[src/rtl/game_text_writer_if.sv]
// Character write port of the run-time text buffer.
// The producer drives wr_valid/wr_char and holds them until wr_ready.
interface game_text_writer_if;
    logic       wr_valid;
    logic [6:0] wr_char;
    logic       wr_ready;

    modport master (
        output wr_valid,
        output wr_char,
        input  wr_ready
    );

    modport slave (
        input  wr_valid,
        input  wr_char,
        output wr_ready
    );
endinterface

[src/rtl/game_text_writer.sv]
// Writable 16x8 character buffer with auto-advancing cursor.
// Read side is a drop-in replacement for the per-screen text ROMs.
module game_text_writer #(
    parameter logic [6:0] CLEAR_CODE = 7'h20,
    parameter int         COLS_LOG2  = 4,
    parameter int         ROWS_LOG2  = 3
) (
    input  logic                clk,
    input  logic                rst_n,
    game_text_writer_if.slave   wr,
    input  logic                nl_req,
    input  logic                clr_req,
    input  logic [7:0]          char_xy,
    output logic [6:0]          char_code,
    output logic [7:0]          cursor_xy,
    output logic                busy,
    output logic                full
);

    localparam int AW    = COLS_LOG2 + ROWS_LOG2;
    localparam int DEPTH = 1 << AW;

    localparam logic [AW-1:0]        ADDR_ONE  = 1;
    localparam logic [AW-1:0]        ADDR_LAST = '1;
    localparam logic [ROWS_LOG2-1:0] ROW_ONE   = 1;
    localparam logic [COLS_LOG2-1:0] COL_ONE   = 1;

    typedef enum logic {
        S_CLEAR,
        S_IDLE
    } state_t;

    state_t state;
    state_t state_nx;

    logic [AW-1:0]        clr_cnt;
    logic [AW-1:0]        cur;
    logic [COLS_LOG2-1:0] col;
    logic [ROWS_LOG2-1:0] row;
    logic                 last_col;
    logic                 last_row;
    logic                 full_q;

    logic                 ready;
    logic                 wr_fire;
    logic                 nl_fire;

    logic                 mem_we;
    logic [AW-1:0]        mem_addr;
    logic [6:0]           mem_data;
    logic [6:0]           mem [DEPTH];

    logic                 unused_xy;

    assign col      = cur[COLS_LOG2-1:0];
    assign row      = cur[AW-1:COLS_LOG2];
    assign last_col = &col;
    assign last_row = &row;

    assign wr_fire  = wr.wr_valid && ready;
    assign nl_fire  = (state == S_IDLE) && nl_req
                      && !clr_req && !full_q;

    assign cursor_xy = {1'b0, cur};
    assign full      = full_q;
    assign unused_xy = char_xy[7];

    always_ff @(posedge clk or negedge rst_n) begin
        if (!rst_n) begin
            state <= S_CLEAR;
        end else begin
            state <= state_nx;
        end
    end

    always_comb begin
        state_nx = state;
        unique case (state)
            S_CLEAR: begin
                if (!clr_req && clr_cnt == ADDR_LAST) begin
                    state_nx = S_IDLE;
                end
            end
            S_IDLE: begin
                if (clr_req) begin
                    state_nx = S_CLEAR;
                end
            end
        endcase
    end

    always_comb begin
        busy     = 1'b0;
        ready    = 1'b0;
        mem_we   = 1'b0;
        mem_addr = cur;
        mem_data = wr.wr_char;
        unique case (state)
            S_CLEAR: begin
                busy     = 1'b1;
                mem_we   = 1'b1;
                mem_addr = clr_cnt;
                mem_data = CLEAR_CODE;
            end
            S_IDLE: begin
                ready  = !full_q && !nl_req && !clr_req;
                mem_we = wr.wr_valid && ready;
            end
        endcase
    end

    assign wr.wr_ready = ready;

    always_ff @(posedge clk or negedge rst_n) begin
        if (!rst_n) begin
            clr_cnt <= '0;
        end else if (clr_req) begin
            clr_cnt <= '0;
        end else if (state == S_CLEAR) begin
            clr_cnt <= clr_cnt + ADDR_ONE;
        end
    end

    // Cursor saturates at the last cell; full then blocks writes/newlines.
    always_ff @(posedge clk or negedge rst_n) begin
        if (!rst_n) begin
            cur    <= '0;
            full_q <= 1'b0;
        end else if (clr_req) begin
            cur    <= '0;
            full_q <= 1'b0;
        end else if (nl_fire) begin
            if (last_row) begin
                full_q <= 1'b1;
            end else begin
                cur <= {row + ROW_ONE, {COLS_LOG2{1'b0}}};
            end
        end else if (wr_fire) begin
            if (cur == ADDR_LAST) begin
                full_q <= 1'b1;
            end else if (!last_col) begin
                cur <= {row, col + COL_ONE};
            end else begin
                cur <= {row + ROW_ONE, {COLS_LOG2{1'b0}}};
            end
        end
    end

    always_ff @(posedge clk) begin
        if (mem_we) begin
            mem[mem_addr] <= mem_data;
        end
    end

    // Read-first: a same-cycle write is seen one cycle later.
    always_ff @(posedge clk or negedge rst_n) begin
        if (!rst_n) begin
            char_code <= CLEAR_CODE;
        end else begin
            char_code <= mem[char_xy[AW-1:0]];
        end
    end

endmodule
[src/flat_wrapper.sv]
// flat-port wrapper written by rule: the top's interface ports become plain ports
module game_text_writer_flat 
#(
    parameter logic [6:0] CLEAR_CODE = 7'h20,
    parameter int         COLS_LOG2  = 4,
    parameter int         ROWS_LOG2  = 3
)
  (clk, rst_n, nl_req, clr_req, char_xy, char_code, cursor_xy, busy, full, wr_wr_valid, wr_wr_char, wr_wr_ready);
  game_text_writer_if wr_i ();
  input  logic clk;
  input  logic rst_n;
  input  logic nl_req;
  input  logic clr_req;
  input  logic [7:0] char_xy;
  output logic [6:0] char_code;
  output logic [7:0] cursor_xy;
  output logic busy;
  output logic full;
  input wire logic [$bits(wr_i.wr_valid)-1:0] wr_wr_valid;
  input wire logic [$bits(wr_i.wr_char)-1:0] wr_wr_char;
  output wire logic [$bits(wr_i.wr_ready)-1:0] wr_wr_ready;
  assign wr_i.wr_valid = wr_wr_valid;
  assign wr_i.wr_char = wr_wr_char;
  assign wr_wr_ready = wr_i.wr_ready;
  game_text_writer #(.CLEAR_CODE(CLEAR_CODE), .COLS_LOG2(COLS_LOG2), .ROWS_LOG2(ROWS_LOG2)) u_core (.clk(clk), .rst_n(rst_n), .wr(wr_i), .nl_req(nl_req), .clr_req(clr_req), .char_xy(char_xy), .char_code(char_code), .cursor_xy(cursor_xy), .busy(busy), .full(full));
endmodule
[config.mk]
export PLATFORM = sky130hd
export DESIGN_NAME = game_text_writer_flat
export DESIGN_NICKNAME = d
export VERILOG_FILES = /design/src/rtl/game_text_writer_if.sv /design/src/rtl/game_text_writer.sv /design/src/flat_wrapper.sv
export SDC_FILE = /design/constraint.sdc
export NUM_CORES = 1
export LEC_CHECK = 0
export BUFFER_PORTS_ARGS = -buffer_cell sky130_fd_sc_hd__buf_2
export CORE_AREA = 2 2 285 287
export DETAILED_ROUTE_END_ITERATION = 6
export DIE_AREA = 0 0 287 289
export HOLD_SLACK_MARGIN = 0.03
export PLACE_DENSITY = 0.66
export SETUP_SLACK_MARGIN = 0.4
export SLEW_MARGIN = 30
export SYNTH_ARGS = -nofsm -noshare
export SYNTH_HDL_FRONTEND = slang
export SYNTH_SLANG_ARGS = --single-unit
export TNS_END_PERCENT = 50
[constraint.sdc]
create_clock -name clk -period 4.9 [get_ports clk]
set_input_delay 0.245 -clock clk [delete_from_list [all_inputs] [get_ports clk]]
set_output_delay 0.245 -clock clk [all_outputs]
set_load 0.005 [all_outputs]
# Word-level counts from Yosys, hierarchy flattened

Memories as Yosys holds them, arrays and structs flattened. A register that Yosys moved wholly into a read port is not among the register bits.
Cells that the tools add are included.

Bits in registers: 16
Memories: 1
RAM bits: 896
Input bits: 20
Logic and storage cells: 59
ROM bits: 0
Latch bits: 0
Output and inout port bits: 18

Memories:

| memory     | depth | bits a word | read ports | clocked after Yosys merged registers in | wr ports | line                   | RTL |
|---|---|---|---|---|---|---|---|
| u_core.mem | 128   | 7           | 1          | 1                                       | 1        | game_text_writer.sv:51 | `logic [6:0] mem [DEPTH];` |

Order comparisons: 0
Eq/ne operators: 6
Bitwise logic cells: 1
Shifts and indexed selects: 0
Multipliers: 0
Divide/modulo/power cells: 0
$add $sub $neg: 3
Reductions and logical operators: 20
Mux-type cells: 23

Operators by type and width:

| kind                  | count |
|---|---|
| $mux W7               | 10 |
| $eq A7 B7 Y1 const B  | 2 |
| $mux W1               | 11 |
| $reduce_and A3 Y1     | 3 |
| $reduce_bool A3 Y1    | 3 |
| $logic_and A1 B1 Y1   | 8 |
| $reduce_and A4 Y1     | 2 |
| $add A7 B1 Y7 const B | 1 |
| $ne A3 B2 Y1 const B  | 2 |
| $add A4 B1 Y4 const B | 1 |
| $logic_not A1 Y1      | 4 |
| $pmux W1 S2           | 2 |
| $add A3 B1 Y3 const B | 1 |
| $ne A3 B3 Y1 const B  | 1 |
| $ne A2 B2 Y1 const B  | 1 |
| $not A1 Y1            | 1 |

# Longest topological paths before layout

Gate-level depths: netlist (run 1).

Word-level depth: 8
Gate-level depth with buffers: 7
Mapped depth without buffers: 6

# Worst setup path after synthesis (run 1)

Ideal clock, no wire load.

Kind: register -> register
Start point: register u_core.state
End point: memory u_core.mem[0][0], data pin
Data required time: 4366 ps
Path buffers: 3
Arrival time: 2937 ps
Setup slack: 1429 ps
Library setup time: 534 ps
Period minus slack after synthesis: 3471 ps
Cell stages (with the launch flop): 5
Cell sequence: dfrtp_1 clkbuf_1 clkbuf_1 clkbuf_1 and2_1

Cells in the longest elaborated chain, start to end: 1

Ends and longest elaborated chain:

| what                   | line                   | RTL |
|---|---|---|
| from (decl)            | game_text_writer.sv:33 | `state_t state;` |
| from (signal assigned) | game_text_writer.sv:72 | `state <= state_nx;` |
| $mux W7                | game_text_writer.sv:98 | `unique case (state)` |
| net u_core.mem_data[0] | game_text_writer.sv:50 | `logic [6:0] mem_data;` |
| to (decl)              | game_text_writer.sv:51 |  |

The timed path passes the listed nets, and every way through them passes these cells.

# Worst setup path after layout (run 1)

Start point: register u_core.state
End point: memory u_core.mem[45][2] (enable)

Cells in the longest elaborated chain, start to end: 4
Elaborated cells between the ends (all ways): 5
Those cells by class: 4 x mux; 1 x bitwise

Ends and longest elaborated chain:

| what                          | line                    | RTL |
|---|---|---|
| $not A1 Y1                    | n/a                     |  |
| $pmux W1 S2                   | game_text_writer.sv:98  |  |
| $mux W1                       | game_text_writer.sv:150 | `if (mem_we) begin` |
| $mux W1 (implied by the code) | game_text_writer.sv:151 | `mem[mem_addr] <= mem_data;` |

Several ways; a longest one is shown, not always the timed one.

==> impl_summary.md, run 1 <==
Timing
The summed negative setup slack over all endpoints is 0 ns. Static timing analysis puts the maximum clock frequency at 0.2818 GHz. The worst clock skew is 0.02747 ns. The max-slew violation count came to 0. The smallest clock period supported by the final layout is computed as 3.548 ns. The final critical-path share of the clock period is 0.7242. Setup repair after global routing left no endpoint under its margin.

The final hold violation count was 0. The relative slew slack is 0.2906. The number of setup violations in the final report is 0. For the pin with the worst max-slew slack, the measured transition is 1.064 ns.

Yosys
For this run, the number of Yosys warnings is 0. The largest family of logic cells by synthesized area is multiplexers. The area share of xor/xnor cells in the synthesized design is 0.001470. The share of synthesized area in the top cell type comes to 0.7526. Sorting the synthesized cells by area gives the leading types as sky130_fd_sc_hd__edfxtp_1 (75%), sky130_fd_sc_hd__mux4_2 (19%), sky130_fd_sc_hd__dfrtp_1 (1.5%). The synthesized design contains 919 register bits.

The distinct cell type count after synthesis is 42. Counting every net in the synthesized netlist gives 1,586. Ranked by instance count, the synthesized netlist is headed by sky130_fd_sc_hd__edfxtp_1 (896), sky130_fd_sc_hd__mux4_2 (294), sky130_fd_sc_hd__nor2_1 (146), sky130_fd_sc_hd__clkbuf_1 (48), sky130_fd_sc_hd__nand2_1 (36).

The fraction of registers with async set/reset is 0.02503. The netlist area before placement is 0.03575 sq mm. The simple-gate share of the synthesized area is 0.02474.

The area share of fa/ha/maj cells after synthesis is 0.001400. The synthesized design contains 896 enable-type register cells. The most common cell in the synthesized netlist is sky130_fd_sc_hd__edfxtp_1. Synthesis handed over a netlist of 1,562 instances. The portion of the post-synthesis area used by sequential elements is 0.7687.

The most frequently used flop master after synthesis is sky130_fd_sc_hd__edfxtp_1. The multiplexer area fraction after synthesis is 0.1882. The synthesized-area fraction occupied by ao, oa, aoi and oai cells was 0.004830. sky130_fd_sc_hd__edfxtp_1 takes more of the synthesized area than any other cell. Averaged over all synthesized cells, the footprint is 22.89 sq um.

Critical path
The critical path goes through buf_4, clkinv_1, o32ai_2, nand2_1, nor2_1. The startpoint type of the worst setup path is a flop. The cell with the biggest individual delay on the critical path is sky130_fd_sc_hd__o32ai_2.

At the worst endpoint, the required time is 5.15 ns. Data on the critical path arrives at its endpoint at 3.80 ns. In this run the worst path has a maximum fanout of 32. The largest single stage delay on the critical path is 0.94 ns. The worst setup path is captured at a flop. By startpoint and endpoint, the worst setup path is classified as flop to flop.

Global route
The overall global routing resource usage is 0.1864. The first-pass GRT wire length is 111,400 microns. The number of global-route vias before repair is 16,400. The initial antenna violation count came to 5. The remaining global-route overflow is 0.

The maximum number of pins on one net before global-route repair is 102.

Detailed routing
For this run, the detailed router's first-pass iteration total came to 5. The count of nets left with antenna violations after detail routing is 0. After detailed routing, the average wire length per cell comes to 27.30 microns. The via-per-instance ratio is 5.815.

The DRC violation count after routing is 0. For this block, the routed nets add up to 75,960 microns of wire. Summing over every cut layer, the via total after detailed routing is 16,180.

The number of violations reported at the end of detailed-routing iteration 0 is 1,725.

Run status
The run finished with clean final reports.

Clocking
The post-CTS setup-driven buffer insertion count is 0. Clock-pin slew was measured on the worst setup and hold paths at 0.06 ns. The hold-fix buffer count after cts is 3. The number of clock sinks seen by CTS is 919. The H-tree depth is 3.

The clock tree from TritonCTS is yes. For the worst-skew pair, the clock arrives at the later sink with an insertion delay of 0.64 ns. The CTS buffer count is 92. The clock passes through at most 3 buffers.

The number of resized instances in the post-cts repair step is 0. In this run the clock root is driven by a sky130_fd_sc_hd__clkbuf_16.

Power
Summed over all nets, the switching power comes to 3227 uW. Of the total power, the clock network draws 0.412. The fraction of power spent switching nets is 0.2066.

The internal power is 12,390 uW. The combinational share of power is 0.041. The part of the power in registers is 0.547. The worst voltage drop across the vdd grid is 0.2177 mV. The analysis attributes to cell leakage a power of 0.01320 uW. After layout, the design draws a total of 15,620 uW. The total power divided by cell area is 388.6 mW/mm^2.

Min path
The class of the tightest hold or removal check is input pin to flop.

Floorplan
The region available for standard cell placement spans 0.07990 sq mm. The number of rows in the core area is 104. The width of the chip is 287 microns. Measured along the y axis, the die boundary spans 289 microns.

The die covers 0.08294 sq mm. The initial utilization of the core area, before any placement, comes to 0.4475. The number of placed I/O pins is 38.

Final layout
Compared with the post-synthesis result, the final layout area differs by 12.44%. The net count reported at finish is 1,671. The fraction of final layout cells with drive strength greater than 1 is 0.2987.

Place
Input and output buffers added on the ports amount to 35. The global placer's final weighted congestion is 0.7693. The estimated wirelength of the detail-placed design is 44,460 microns.

Job
The max-cap check violation count is 0.
[layout make-up]
class                   count  area (sq um)
diodes                      1         2.502
clock buffers             110          2412
clock inverters            58         335.3
fillers                  6239         39700
inverters                   4         15.01
multi-input cells         557          7929
flip-flops and latches    919         27480
well taps                1060          1326
repair buffers             73         695.7
[power by group through the flow]
stage,sequential (uW),clock (uW),combinational (uW)
after floorplan,8700,0,423
after global placement,8710,0,641
after detailed placement,8710,0,646
after CTS,8550,6540,650
after global routing,8550,6820,675
final,8550,6430,640
[path summary, 6_finish.rpt]
check	start	end	slack (ns)	cells past startpoint
hold / removal	wr_wr_valid	u_core.full$_DFFE_PN0P_	0.11	4
min in group asynchronous	rst_n	u_core.cur[6]$_DFFE_PN0P_	0.15	2
setup reg to reg	u_core.state$_DFF_PN0_	u_core.mem[45][2]$_DFFE_PP_	1.35	5
hold reg to reg	u_core.clr_cnt[1]$_DFFE_PN0P_	u_core.clr_cnt[1]$_DFFE_PN0P_	0.59	2
setup / recovery	u_core.state$_DFF_PN0_	u_core.mem[45][2]$_DFFE_PP_	1.35	5
max in group asynchronous	rst_n	u_core.char_code[6]$_DFF_PN0_	4.33	2
[metrics by stage]
stage               instances  setup slack, ns  instance area, sq um  utilization  hold WS (ns)
global route             2781            1.203                 40200       0.5031        0.1340
global placement         2604            1.519                 37270       0.4665        0.2895
floorplan                1562            1.429                 35750            -      -0.05059
finish                   2782            1.352                 40200       0.5031        0.1095
detailed placement       2604            1.436                 37270       0.4665        0.2905
CTS                      2775            1.428                 40050       0.5012       0.06326
[cell usage in the layout (no fill, tap or decap), drive strengths merged, types with 2 or more instances in the layout]
master / n
o21ai: 12
dfrtp: 22
or3: 3
o32ai: 2
buf: 70
nor2b: 3
a32o: 2
nand2: 36
ha: 4
xor2: 3
mux4: 294
mux2i: 3
edfxtp: 896
nor2: 146
o31ai: 3
clkinv: 47
a21oi: 3
mux2: 7
clkinvlp: 6
nor3: 4
inv: 8
clkbuf: 110
and3: 2
and2: 6
xnor2: 3
dlygate4sd3: 3
nand3: 6
nand2b: 3
[worst max-delay path, delay by kind of cell (launching register included)]
family,cells,cell delay (ns)
AOI/OAI and AO/OA,1,0.94
buffers and inverters,2,0.67
DFF,1,0.34
and+or+nand+nor,2,1.20
[state kept, by name, indices dropped and copies added (netlist names)]
| name | count |
|---|---|
| u_core.mem | 896 |
| u_core.char_code | 7 |
| u_core.clr_cnt | 7 |
| u_core.cur | 7 |
| u_core.full | 1 |
| u_core.state | 1 |
[per-layer routing]
layer | up-vias | part of all wire | track usage
li1 | 6763 | - | -
met1 | 8642 | 0.41 | 0.2668
met2 | 658 | 0.48 | 0.2878
met3 | 106 | 0.089 | 0.04787
met4 | 8 | 0.019 | 0.05026
met5 | - | 0.00065 | 0
[cells by family (layout without fill, tap and decap cells)]
kind of cell	after synthesis	count (layout)
AND/OR/NAND/NOR	215	215
flip-flops	919	919
adder cells (fa/ha/maj)	4	4
XOR/XNOR	6	6
buffers and inverters	86	245
AO/OA/AOI/OAI	27	27
other	1	2
multiplexers	304	304
Power figures use the tool's default switching activity.
==> run 2, diff against run 1 <==
Clock period 4.9 ns to 3.73 ns, I/O delays scaled along.
==> run 2 against run 1 <==
Effect of this change: combinational power grew 35%; register-to-register slack lost 0.68 ns; first-iteration DRC count grew 9.1%; global-route usage grew 0.45 points; largest power group unchanged; clock skew shrank 0.0042 ns; sequential share of layout area shrank 0.26 points; critical path depth grew 1; clock power grew 33%.
==> impl_summary.md, run 2 (same netlist as run 1, synthesis figures left out) <==
Run status
The flow ran to the end, and the final reports show no timing, DRC or antenna violations.

Global route
The remaining global-route overflow is 0. The number of global-route vias before repair is 16,870. The first-pass GRT wire length is 114,200 microns. The overall global routing resource usage is 0.1909. The initial antenna violation count is 3. The maximum number of pins on one net before global-route repair is 93.

Place
After legalization and detailed placement, the total HPWL measured 46,840 microns. Input and output buffers added on the ports amount to 35. Timing analysis after detailed placement gives a worst setup slack of 0.6716 ns. Counting tap cells, the placed design contains a total of 2,627 instances. The global placer's final weighted congestion is 0.7730.

Final layout
At the end of the flow the core is filled with cells to 0.5051. The fraction of final layout cells with drive strength greater than 1 is 0.3013. Relative to the synthesized area, the layout overhead comes to 12.88%. The most common cell after layout, fill and taps aside is sky130_fd_sc_hd__edfxtp_1. The library cells used most frequently in the layout, excluding fill and tap cells, are sky130_fd_sc_hd__edfxtp_1 (896), sky130_fd_sc_hd__mux4_2 (294), sky130_fd_sc_hd__nor2_1 (146). The layout has 6,233 filler cells. For this run, the post-layout net count is 1,687. The flip-flop count of the largest register after layout is 896.

The count of placed standard cells in the final layout, fillers left out is 2,798. Ranked by flip-flop count, first place goes to u_core.mem.

Critical path
The endpoint identified for the worst register-to-register timing path is u_core.mem[61][0]$_DFFE_PP_. The largest fanout of any net on the critical path is 16. The worst register-to-register path has a depth of 6. The register-to-register path setup slack is 0.67 ns. Data arrives at the worst endpoint at 3.31 ns. The category of the most critical setup path is flop to flop. The launch point of the worst path is u_core.state$_DFF_PN0_. The startpoint of the worst register-to-register path is u_core.state$_DFF_PN0_. STA classifies the critical path startpoint as a flop. The required arrival time at the worst endpoint is 3.98 ns. Following the worst setup path forward leads to its endpoint at u_core.mem[61][0]$_DFFE_PP_.

STA classifies the critical path endpoint as a flop.

Timing
The worst clock skew is 0.02327 ns. The minimum period implied by the final worst setup slack is 3.059 ns. The max-slew violation count is 0. The number of setup violations in the final report is 0.

Setup repair after global routing left no endpoint under its margin. Static timing analysis puts the maximum clock frequency at 0.3269 GHz. The worst setup margin is 0.6709 ns. The final hold violation count is 0.

The summed negative setup slack over all endpoints is 0 ns. The transition time at the pin with the least slew margin is 0.9352 ns. In the finished design, the share of the clock period the worst path needs comes to 0.8201.

The relative slew slack is 0.3765.

Clocking
The tree is rooted in a sky130_fd_sc_hd__clkbuf_16. The clock latency reported for the late side of the worst-skew pair is 0.63 ns. The number of resized instances in the post-cts repair step is 0.

The clock tree from TritonCTS is yes. The number of buffers on the longest clock path is 3. The clock transition at the register clock pins on the worst setup and hold paths after CTS is 0.06 ns. Buffers inserted during clock tree synthesis total 89. The clock net in this run drives a total of 919 sinks.

CTS built an H-tree with a depth of 3.

Floorplan
The vertical die dimension is 289 microns. The total core area is 0.07990 sq mm. 38 I/O pins were placed. The effective utilization at floorplan is 0.4475. The area of the die is 0.08294 sq mm. The initialized floorplan defines 104 standard-cell rows. Measured along the x axis, the die boundary spans 287 microns.

Min path
The class of the tightest hold or removal check is input pin to asynchronous set/reset pin.

Power
Summed over all cells, the static leakage comes to 0.01331 uW. The worst voltage drop across the vdd grid is 0.3065 mV. Dividing total power by cell area gives a power density of 512.0 mW/mm^2.

Detailed routing
The first routing iteration left 1,882 violations. The first-pass iteration count of the detailed router is 5. After detailed routing, the average wire length per cell comes to 27.86 microns.

The via-per-instance ratio is 5.916. The DRC violation count after routing is 0. The count of nets left with antenna violations after detail routing is 0. The via count of the routed design is 16,550.

Summed over all layers, the routed wires come to 77,940 microns.

Job
The max-cap check violation count is 0.
-- run 2: cell types whose count changed in the layout (fill, tap and decap cells not counted), moves of 2 or more --
cell,change
sky130_fd_sc_hd__buf_12,+6
sky130_fd_sc_hd__clkinvlp_4,-4
sky130_fd_sc_hd__bufinv_16,+4
sky130_fd_sc_hd__buf_4,+15
sky130_fd_sc_hd__clkbuf_1,+2
sky130_fd_sc_hd__dlygate4sd3_1,+2
sky130_fd_sc_hd__inv_6,-3
sky130_fd_sc_hd__buf_16,-4
-- run 2: area by class of cell --
class | instances | area, sq um | share of cell area
timing repair buffer | 92 | 837.1 | 0.02074
sequential | 919 | 27480 | 0.6810
clock inverter | 53 | 377.9 | 0.009363
clock buffer | 111 | 2395 | 0.05934
multi-input combinational | 557 | 7916 | 0.1962
inverter | 4 | 15.01 | 0.0003721
tap | 1060 | 1326 | 0.03287
antenna | 2 | 5.005 | 0.0001240
-- run 2: power breakdown --
part           switching [uW]  total, uW  internal [uW]
logic                     458        866            407
clock network            3680       8570           4890
registers                28.0      11200          11200
-- run 2: how the worst min path moves through the flow --
stage,from,end
final,rst_n,u_core.cur[3]$_DFFE_PN0P_
after global routing,rst_n,u_core.cur[3]$_DFFE_PN0P_
after CTS,rst_n,u_core.cur[3]$_DFFE_PN0P_
after detailed placement,rst_n,u_core.cur[3]$_DFFE_PN0P_
after global placement,rst_n,u_core.cur[1]$_DFFE_PN0P_
after floorplan,rst_n,u_core.char_code[0]$_DFF_PN0_
-- run 2: routing by layer --
metal / vias to the layer above / GRT usage / share of wire
met5: - / 0 / 0.00014
met4: 2 / 0.06185 / 0.027
met3: 116 / 0.04598 / 0.089
met2: 721 / 0.2981 / 0.48
met1: 8908 / 0.2678 / 0.41
li1: 6806 / - / -
-- run 2: timing repair --
action	4_1_cts	5_1_grt
buffers inserted	0	0
hold buffers	5	0
endpoints found under the hold margin	43	0
-- run 2: critical path, cell delays in order, from the launching register on --
cell and delay, ns:
sky130_fd_sc_hd__dfrtp_1 0.61, sky130_fd_sc_hd__nor4b_1 0.56, sky130_fd_sc_hd__nand2_1 0.11, sky130_fd_sc_hd__o22ai_1 0.36
sky130_fd_sc_hd__nand2_1 0.10, sky130_fd_sc_hd__buf_4 0.30, sky130_fd_sc_hd__nor2_1 0.64
-- run 2: metrics by stage --
step | instance area (sq um) | hold WS (ns) | total power (uW)
3_5_place_dp | 37530 | 0.2469 | 12310
5_1_grt | 40350 | 0.1624 | 21240
6_report | 40360 | 0.1017 | 20660
2_1_floorplan | 35760 | -0.1091 | 11980
3_3_place_gp | 37510 | 0.2380 | 12310
4_1_cts | 40350 | 0.1019 | 20830
